## src/rtl/pipe_hazard_ctrl.sv

```systemverilog
// pipe_hazard_ctrl
// ----------------
// Stall/flush sequencer for the 5-stage miniRV pipeline. It decides, every
// cycle, which pipeline registers hold and which take a bubble, based on:
//   * load-use hazards (EX load whose rd feeds the ID instruction),
//   * taken branches/jumps resolved in EX,
//   * wait-stated MEM bus accesses, which freeze the whole pipe until the
//     ack arrives or the access times out.
// It also keeps saturating counts of stall cycles and branch-flush cycles.
//
// Ports
//   cpu_clk, cpu_rst_n           clock (rising edge), async active-low reset
//   id_rs1/_re, id_rs2/_re       ID-stage source indices and read enables
//   ex_rd, ex_is_load            EX-stage destination and load flag
//   ex_br_taken                  branch/jump resolved taken in EX
//   mem_req, mem_ack             MEM-stage bus request / completion
//   pc_hold, if_id_nop,
//   if_id_flush, id_ex_hold,
//   id_ex_flush, ex_mem_hold,
//   mem_wb_flush                 pipeline controls (combinational, same cycle)
//   bus_err                      one-cycle pulse when an access times out
//   stall_cnt, flush_cnt         saturating performance counters
//
// Parameters
//   CNT_W    width of the performance counters
//   TIMEOUT  frozen cycles allowed per access before bus_err (2..255)

module pipe_hazard_ctrl #(
    parameter int CNT_W   = 32,
    parameter int TIMEOUT = 16
) (
    input  logic             cpu_clk,
    input  logic             cpu_rst_n,
    input  logic [4:0]       id_rs1,
    input  logic             id_rs1_re,
    input  logic [4:0]       id_rs2,
    input  logic             id_rs2_re,
    input  logic [4:0]       ex_rd,
    input  logic             ex_is_load,
    input  logic             ex_br_taken,
    input  logic             mem_req,
    input  logic             mem_ack,
    output logic             pc_hold,
    output logic             if_id_nop,
    output logic             if_id_flush,
    output logic             id_ex_hold,
    output logic             id_ex_flush,
    output logic             ex_mem_hold,
    output logic             mem_wb_flush,
    output logic             bus_err,
    output logic [CNT_W-1:0] stall_cnt,
    output logic [CNT_W-1:0] flush_cnt
);

    typedef enum logic {
        ST_RUN  = 1'b0,
        ST_WAIT = 1'b1
    } state_t;

    // wait_cnt value on which a still-unacknowledged access gives up.
    // The first frozen cycle happens in RUN, so WAIT contributes
    // TIMEOUT-1 frozen cycles (wait_cnt 0..TIMEOUT-2) before this one.
    localparam logic [7:0] WAIT_LAST = 8'(TIMEOUT - 1);

    state_t           state_q, state_d;
    logic [7:0]       wait_cnt_q, wait_cnt_d;
    logic [CNT_W-1:0] stall_cnt_q, stall_cnt_d;
    logic [CNT_W-1:0] flush_cnt_q, flush_cnt_d;

    logic lu_hit;
    logic in_wait;
    logic wait_last;
    logic frz;
    logic tmo;
    logic win_br;
    logic win_lu;

    // ------------------------------------------------------------------
    // Hazard detection and arbitration
    // ------------------------------------------------------------------
    always_comb begin
        lu_hit    = ex_is_load && (ex_rd != 5'd0) &&
                    ((id_rs1_re && (id_rs1 == ex_rd)) ||
                     (id_rs2_re && (id_rs2 == ex_rd)));
        in_wait   = (state_q == ST_WAIT);
        wait_last = (wait_cnt_q == WAIT_LAST);

        // An ack in the same cycle as the request (RUN) or in any WAIT
        // cycle, including the last one, ends the access without a freeze.
        frz = (!in_wait && mem_req && !mem_ack) ||
              ( in_wait && !mem_ack && !wait_last);
        tmo = in_wait && !mem_ack && wait_last;

        // The timeout cycle is an action of its own: it drops the holds and
        // only scrubs MEM/WB, so branch and load-use are suppressed there too.
        win_br = !frz && !tmo && ex_br_taken;
        win_lu = !frz && !tmo && !ex_br_taken && lu_hit;
    end

    // ------------------------------------------------------------------
    // Pipeline controls (combinational; forced low while in reset)
    // ------------------------------------------------------------------
    always_comb begin
        pc_hold      = 1'b0;
        if_id_nop    = 1'b0;
        if_id_flush  = 1'b0;
        id_ex_hold   = 1'b0;
        id_ex_flush  = 1'b0;
        ex_mem_hold  = 1'b0;
        mem_wb_flush = 1'b0;
        bus_err      = 1'b0;
        if (cpu_rst_n) begin
            if (frz) begin
                pc_hold      = 1'b1;
                if_id_nop    = 1'b1;
                id_ex_hold   = 1'b1;
                ex_mem_hold  = 1'b1;
                mem_wb_flush = 1'b1;
            end else if (tmo) begin
                mem_wb_flush = 1'b1;
                bus_err      = 1'b1;
            end else if (win_br) begin
                // PC is left free so it can load the branch target.
                if_id_flush = 1'b1;
                id_ex_flush = 1'b1;
            end else if (win_lu) begin
                // One bubble: the bubble in ID/EX clears ex_is_load next
                // cycle, so the hazard does not retrigger by itself.
                pc_hold     = 1'b1;
                if_id_nop   = 1'b1;
                id_ex_flush = 1'b1;
            end
        end
    end

    // ------------------------------------------------------------------
    // Bus-access FSM and counters: next state
    // ------------------------------------------------------------------
    always_comb begin
        state_d     = state_q;
        wait_cnt_d  = wait_cnt_q;
        stall_cnt_d = stall_cnt_q;
        flush_cnt_d = flush_cnt_q;

        case (state_q)
            ST_RUN: begin
                if (mem_req && !mem_ack) begin
                    state_d    = ST_WAIT;
                    wait_cnt_d = 8'd0;
                end
            end
            ST_WAIT: begin
                // mem_req is not looked at here: the access in flight
                // is the one being waited on.
                if (mem_ack || wait_last) begin
                    state_d = ST_RUN;
                end else begin
                    wait_cnt_d = wait_cnt_q + 8'd1;
                end
            end
            default: begin
                state_d = ST_RUN;
            end
        endcase

        if ((frz || win_lu) && (stall_cnt_q != {CNT_W{1'b1}})) begin
            stall_cnt_d = stall_cnt_q + 1'b1;
        end
        if (win_br && (flush_cnt_q != {CNT_W{1'b1}})) begin
            flush_cnt_d = flush_cnt_q + 1'b1;
        end
    end

    always_ff @(posedge cpu_clk or negedge cpu_rst_n) begin
        if (!cpu_rst_n) begin
            state_q     <= ST_RUN;
            wait_cnt_q  <= 8'd0;
            stall_cnt_q <= '0;
            flush_cnt_q <= '0;
        end else begin
            state_q     <= state_d;
            wait_cnt_q  <= wait_cnt_d;
            stall_cnt_q <= stall_cnt_d;
            flush_cnt_q <= flush_cnt_d;
        end
    end

    assign stall_cnt = stall_cnt_q;
    assign flush_cnt = flush_cnt_q;

endmodule

```

## config.mk

```make
export PLATFORM = sky130hd
export DESIGN_NAME = pipe_hazard_ctrl
export DESIGN_NICKNAME = d
export VERILOG_FILES = /design/src/rtl/pipe_hazard_ctrl.sv
export SDC_FILE = /design/constraint.sdc
export NUM_CORES = 1
export LEC_CHECK = 0
export BUFFER_PORTS_ARGS = -buffer_cell sky130_fd_sc_hd__buf_2
export CAP_MARGIN = 40
export CELL_PAD_IN_SITES_DETAIL_PLACEMENT = 1
export CELL_PAD_IN_SITES_GLOBAL_PLACEMENT = 2
export CORE_MARGIN = 4
export CORE_UTILIZATION = 30
export DETAILED_ROUTE_END_ITERATION = 16
export PLACE_DENSITY_LB_ADDON = 0.3
export SLEW_MARGIN = 10
export SYNTH_ARGS = -nofsm -noshare
export SYNTH_HDL_FRONTEND = slang
export SYNTH_SLANG_ARGS = --single-unit
```

## constraint.sdc

```tcl
create_clock -name cpu_clk -period 2.04 [get_ports cpu_clk]
set_input_delay 0.204 -clock cpu_clk [delete_from_list [all_inputs] [get_ports cpu_clk]]
set_output_delay 0.204 -clock cpu_clk [all_outputs]
set_load 0.03 [all_outputs]
```

Word-level counts from Yosys, hierarchy flattened
Index checks and enable logic that the tools add are counted.
{"block": "word_totals", "ff_bits": 73, "latchBits": 0, "ramBits": 0, "romBits": 0, "inputBits": 23, "out_inout_bits": 72, "elab_cells": 69, "n_memories": 0}
{"block": "op_classes", "add_sub_neg": 3, "multipliers": 0, "n_div": 0, "n_lt_le_gt_ge": 0, "n_eq_ne": 7, "shifts": 0, "muxes": 26, "n_bitwise": 1, "reduce_logical": 28}
{"cell": "32-bit by 1-bit adder with 32-bit output, second input constant", "n": 2}
{"cell": "32-bit inequality test, second input constant", "n": 2}
{"cell": "1-bit two-way mux", "n": 22}
{"cell": "1-bit logical AND", "n": 16}
{"cell": "8-bit two-way mux", "n": 2}
{"cell": "8-bit case mux with 2 select lines", "n": 1}
{"cell": "5-bit equality test", "n": 2}
{"cell": "8-bit by 1-bit adder with 8-bit output, second input constant", "n": 1}
{"cell": "8-bit by 4-bit equality test with 1-bit output, second input constant", "n": 1}
{"cell": "1-bit logical NOT", "n": 6}
{"cell": "5-bit nonzero test", "n": 1}
{"cell": "1-bit logical OR", "n": 4}
{"cell": "2-bit inequality test, second input constant", "n": 2}
{"cell": "1-bit case mux with 2 select lines", "n": 1}
{"cell": "2-bit AND reduction", "n": 1}
{"cell": "1-bit NOT", "n": 1}

Depth between registers and ports, before layout
{"block": "depth", "depth_word": 13, "depth_mapped": 9, "depth_no_buf": 7}

Least setup slack after synthesis
OpenSTA, ideal clock, no wires.
{"block": "synth_path", "path_type": "flip-flop to output port", "from": "register wait_cnt_q[0]", "to": "output pc_hold", "arrival_time_ps": 2542, "t_required_ps": 1836, "setup_slack_ps": -706, "stages_incl_launch_ff": 10, "n_path_buf": 3, "cell_sequence": "dfrtp_1 ha_1 and3_1 a31o_2 buf_6 inv_2 a21oi_1 buf_2 a211oi_1 buf_4"}
{"block": "synth_via", "elab_chain_cells": 13, "elab_cells_between_ends": 16, "cone_classes": "1 x eq/ne; 5 x mux; 10 x reduce/logical"}
{"item": "start: declaration", "line": "66", "rtl": "logic [7:0] wait_cnt_q, wait_cnt_d;"}
{"item": "start signal: assignment", "line": "182", "rtl": "wait_cnt_q <= wait_cnt_d;"}
{"item": "8-bit by 4-bit equality test with 1-bit output (*)", "line": "86", "rtl": "wait_last = (wait_cnt_q == WAIT_LAST);"}
{"item": "1-bit logical NOT", "line": "91", "rtl": "( in_wait && !mem_ack && !wait_last);"}
{"item": "1-bit logical AND", "line": "91"}
{"item": "1-bit logical OR", "line": "90", "rtl": "frz = (!in_wait && mem_req && !mem_ack) ||"}
{"item": "1-bit logical NOT", "line": "96, 97"}
{"item": "1-bit logical AND", "line": "96, 97"}
{"item": "1-bit logical AND (2 in a row)", "line": "97", "rtl": "win_lu = !frz && !tmo && !ex_br_taken && lu_hit;"}
{"item": "1-bit two-way mux (3 in a row)"}
{"item": "1-bit two-way mux (*) (2 in a row)"}
{"item": "end: declaration", "line": "43", "rtl": "output logic pc_hold,"}
Every way passes the cells marked *; elsewhere a longest branch is shown, timed or not.

Worst setup path in the final report
{"block": "layout_path", "from": "register wait_cnt_q[0]", "to": "output if_id_nop"}
{"block": "layout_via", "elab_chain_cells": 13, "elab_cells_between_ends": 16, "cone_classes": "1 x eq/ne; 5 x mux; 10 x reduce/logical"}
{"item": "8-bit by 4-bit equality test with 1-bit output (*)", "line": "86"}
{"item": "1-bit logical NOT", "line": "91"}
{"item": "1-bit logical AND", "line": "91"}
{"item": "1-bit logical OR", "line": "90"}
{"item": "1-bit logical NOT", "line": "96, 97"}
{"item": "1-bit logical AND", "line": "96, 97"}
{"item": "1-bit logical AND (2 in a row)", "line": "97"}
{"item": "1-bit two-way mux", "line": "126", "rtl": "end else if (win_lu) begin"}
{"item": "1-bit two-way mux", "line": "122", "rtl": "end else if (win_br) begin"}
{"item": "1-bit two-way mux", "line": "119", "rtl": "end else if (tmo) begin"}
{"item": "1-bit two-way mux (*)", "line": "113", "rtl": "if (frz) begin"}
{"item": "1-bit two-way mux (*)", "line": "112", "rtl": "if (cpu_rst_n) begin"}
{"item": "end: declaration", "line": "44", "rtl": "output logic if_id_nop,"}
Marks and branches as above.

==> impl_metrics.json <==
{
  "r2r-end": "stall_cnt[1]",
  "violations": "negative setup slack",
  "critPathRequiredTime_ns": 1.84,
  "h-tree-depth": 3,
  "critical_path_peak_fanout": 3,
  "synth_fa_ha_area_share_pct": 1.01,
  "synth-compound-area-share_pct": 4.09,
  "drc": 0,
  "power_density_mw_per_mm2": 879,
  "grt_first_pass_wirelength_um": 17500,
  "gr-total-overflow": 0,
  "routabilityCongestion": 0.772,
  "min_period_ns": 2.10,
  "design.die.area_sq_mm": 0.0143,
  "synth_cells": 360,
  "synth_top_family_by_area": "simple AND/OR/NAND/NOR gates",
  "tns_ns": -0.126,
  "yosys.area.top_type": "dfrtp_1",
  "antenna_found_initial": 0,
  "clk_latency_ns": 0.35,
  "holdCritStartpoint": "mem_ack",
  "yosys_warnings": 0,
  "status": "complete, but fails checks",
  "synth_edf_count": 0,
  "synth-simple-area-share_pct": 25.0,
  "drive_gt1_share_pct": 37.3,
  "cp-end-kind": "output port",
  "wl_per_cell_um": 15.6,
  "start_util_pct": 30.8,
  "fin_cells": 669,
  "synth.area.mux_share_pct": 1.27,
  "yosysMostFrequentCell": "dfrtp_1",
  "grt_max_degree": 47,
  "place_hpwl_um": 7540,
  "placed_area_sq_mm": 0.00467,
  "cts_tree": "built",
  "fin_nets": 522,
  "synth.avg_cell_area_sq_um": 10.4,
  "first_global_vias": 3374,
  "rr_worst_depth": 8,
  "path_class": "register to output port",
  "synthTopCellsByCount": "dfrtp_1 (73), xnor2_1 (47), nand3_1 (30), xor2_1 (26), nand4_1 (25)",
  "setup_viol": 2,
  "vias": 3213,
  "vias_per_cell": 4.80,
  "place_ws_ns": 0.0589,
  "regToRegSetupSlack_ns": 0.06,
  "setup_ws_ns": -0.0635,
  "synth-main-ff-cell": "dfrtp_1",
  "r2r_start": "wait_cnt_q[5]",
  "grt_usage_pct": 15.3,
  "num_io_pins": 95,
  "die_h_um": 120,
  "tightest_slew_ns": 0.592,
  "nFillCells": 1405,
  "max_cap_violations": 0,
  "drv_slew": 0,
  "fin_area_sq_mm": 0.00513,
  "yosys-top-cells-area": "dfrtp_1 (49%), xnor2_1 (11%), xor2_1 (6.1%)",
  "ys_types": 41,
  "ir_worst_vdd_uv": 708,
  "die_w_um": 120,
  "finalHoldViolations": 0,
  "power_leakage_nw": 2.52,
  "first_iter_violations": 79,
  "synth-seq-cells": 73,
  "syn-num-nets": 386,
  "antennaDiodeCount": 0,
  "relSlewSlack_pct": 60.5,
  "dp_cells": 642,
  "cts_sinks": 73,
  "path_clk_slew_ns": 0.06,
  "drtPass1Iterations": 4,
  "fin_crit_sh_pct": 103,
  "whs_path_depth": 2,
  "cts.root.buffer_cell": "clkbuf_16",
  "area.growth.synth_to_final_pct": 37.5,
  "rsz0062_at_grt": "true",
  "port_buffers": 94,
  "critPathArrivalTime_ns": 1.90,
  "min-delay-path-class": "input pin to register",
  "clockBufferDepth": 2,
  "synth_xor_xnor_area_share_pct": 17.1,
  "max_freq_ghz": 0.475,
  "core_sq_mm": 0.0121,
  "whs_endpoint": "wait_cnt_q[0]",
  "row_count": 40,
  "critPathLaunchType": "register",
  "ant_nets": 0,
  "async_flop_share_pct": 100,
  "skew_ns": 0.00802,
  "synth-seq-area-share_pct": 48.9,
  "numCtsBuffers": 9,
  "syn_area_sq_mm": 0.00373,
  "synth.top_cell.area_share_pct": 48.9,
  "wirelength_um": 10500
}
cells by family after synthesis:
group	count (synthesis)
xor gates and xnor gates	73
DFF	73
and+or+nand+nor	166
buffers and inverters	19
adders and majority gates	3
AOI/OAI and AO/OA	22
muxes	4
critical path: stages (launching register included):
cell and delay (ns):
dfrtp_1 0.39, ha_2 0.19, and3_4 0.15, a31o_4 0.23, inv_4 0.06, a21oi_4 0.03
buf_6 0.12, a211oi_4 0.20, buf_6 0.17
routing by layer:
| metal | track usage, % | share of wire [%] | up-vias |
|---|---|---|---|
| met1 | 19.0 | 45 | 1582 |
| met2 | 24.7 | 47 | 80 |
| li1 | - | - | 1540 |
| met3 | 6.36 | 7.0 | 11 |
| met5 | 0 | 0 | - |
| met4 | 4.08 | 1.3 | 0 |
worst max-delay path by stage:
stage	endpoint	startpoint	cells after the start
after floorplan	pc_hold	wait_cnt_q[1]	9
after global placement	wait_cnt_q[7]	wait_cnt_q[0]	8
after detailed placement	flush_cnt[11]	flush_cnt[0]	9
after CTS	if_id_nop	wait_cnt_q[0]	8
after global routing	if_id_nop	wait_cnt_q[0]	8
final	if_id_nop	wait_cnt_q[0]	8
report_power, final:
part           switching, W  total, W  internal, W  leakage [nW]
registers          0.000156   0.00177      0.00161         0.950
logic              0.000683   0.00113     0.000450          1.42
clock network      0.000604   0.00161      0.00101         0.150
sequential cells by signal, summed over array words and instances, names as in the netlist:
register	count
flush_cnt	32
in_wait	1
stall_cnt	32
wait_cnt_q	8
stage by stage:
step / util, % / hold WS, ns / total power [W]
after global placement: 38.5 / 0.0221 / 0.00286
after floorplan: - / -0.0916 / 0.00243
after global routing: 42.4 / 0.131 / 0.00476
final: 42.4 / 0.117 / 0.00451
after CTS: 41.7 / 0.109 / 0.00457
after detailed placement: 38.5 / 0.0216 / 0.00289
placed cells by master, fill, tap and decap left out, drive strengths merged, types with 5 or more instances in the layout:
cell type	instances
nor3	16
and4	6
nor2	24
xnor2	47
nor3b	5
nand3	30
xor2	26
nand2	21
buf	133
o21ai	5
nand4	26
and3	21
inv	9
clkbuf	14
and2	8
dfrtp	73
layout make-up:
class	count	area (sq um)	area share, %
Clock inverter	3	40.0	0.780
Clock buffer	13	260	5.07
Multi-Input combinational cell	268	1920	37.4
Sequential cell	73	1840	35.9
Tap cell	168	210	4.10
Inverter	9	36.3	0.707
Timing Repair Buffer	135	823	16.0
what timing repair did:
action,4_1_cts,5_1_grt
setup endpoints to repair,7,27
buffers inserted,6,4
hold buffers,1,0
hold endpoints to repair,27,0
pin swaps,2,6
resized for setup,11,12
No activity file was read; power rests on OpenSTA's default activity.
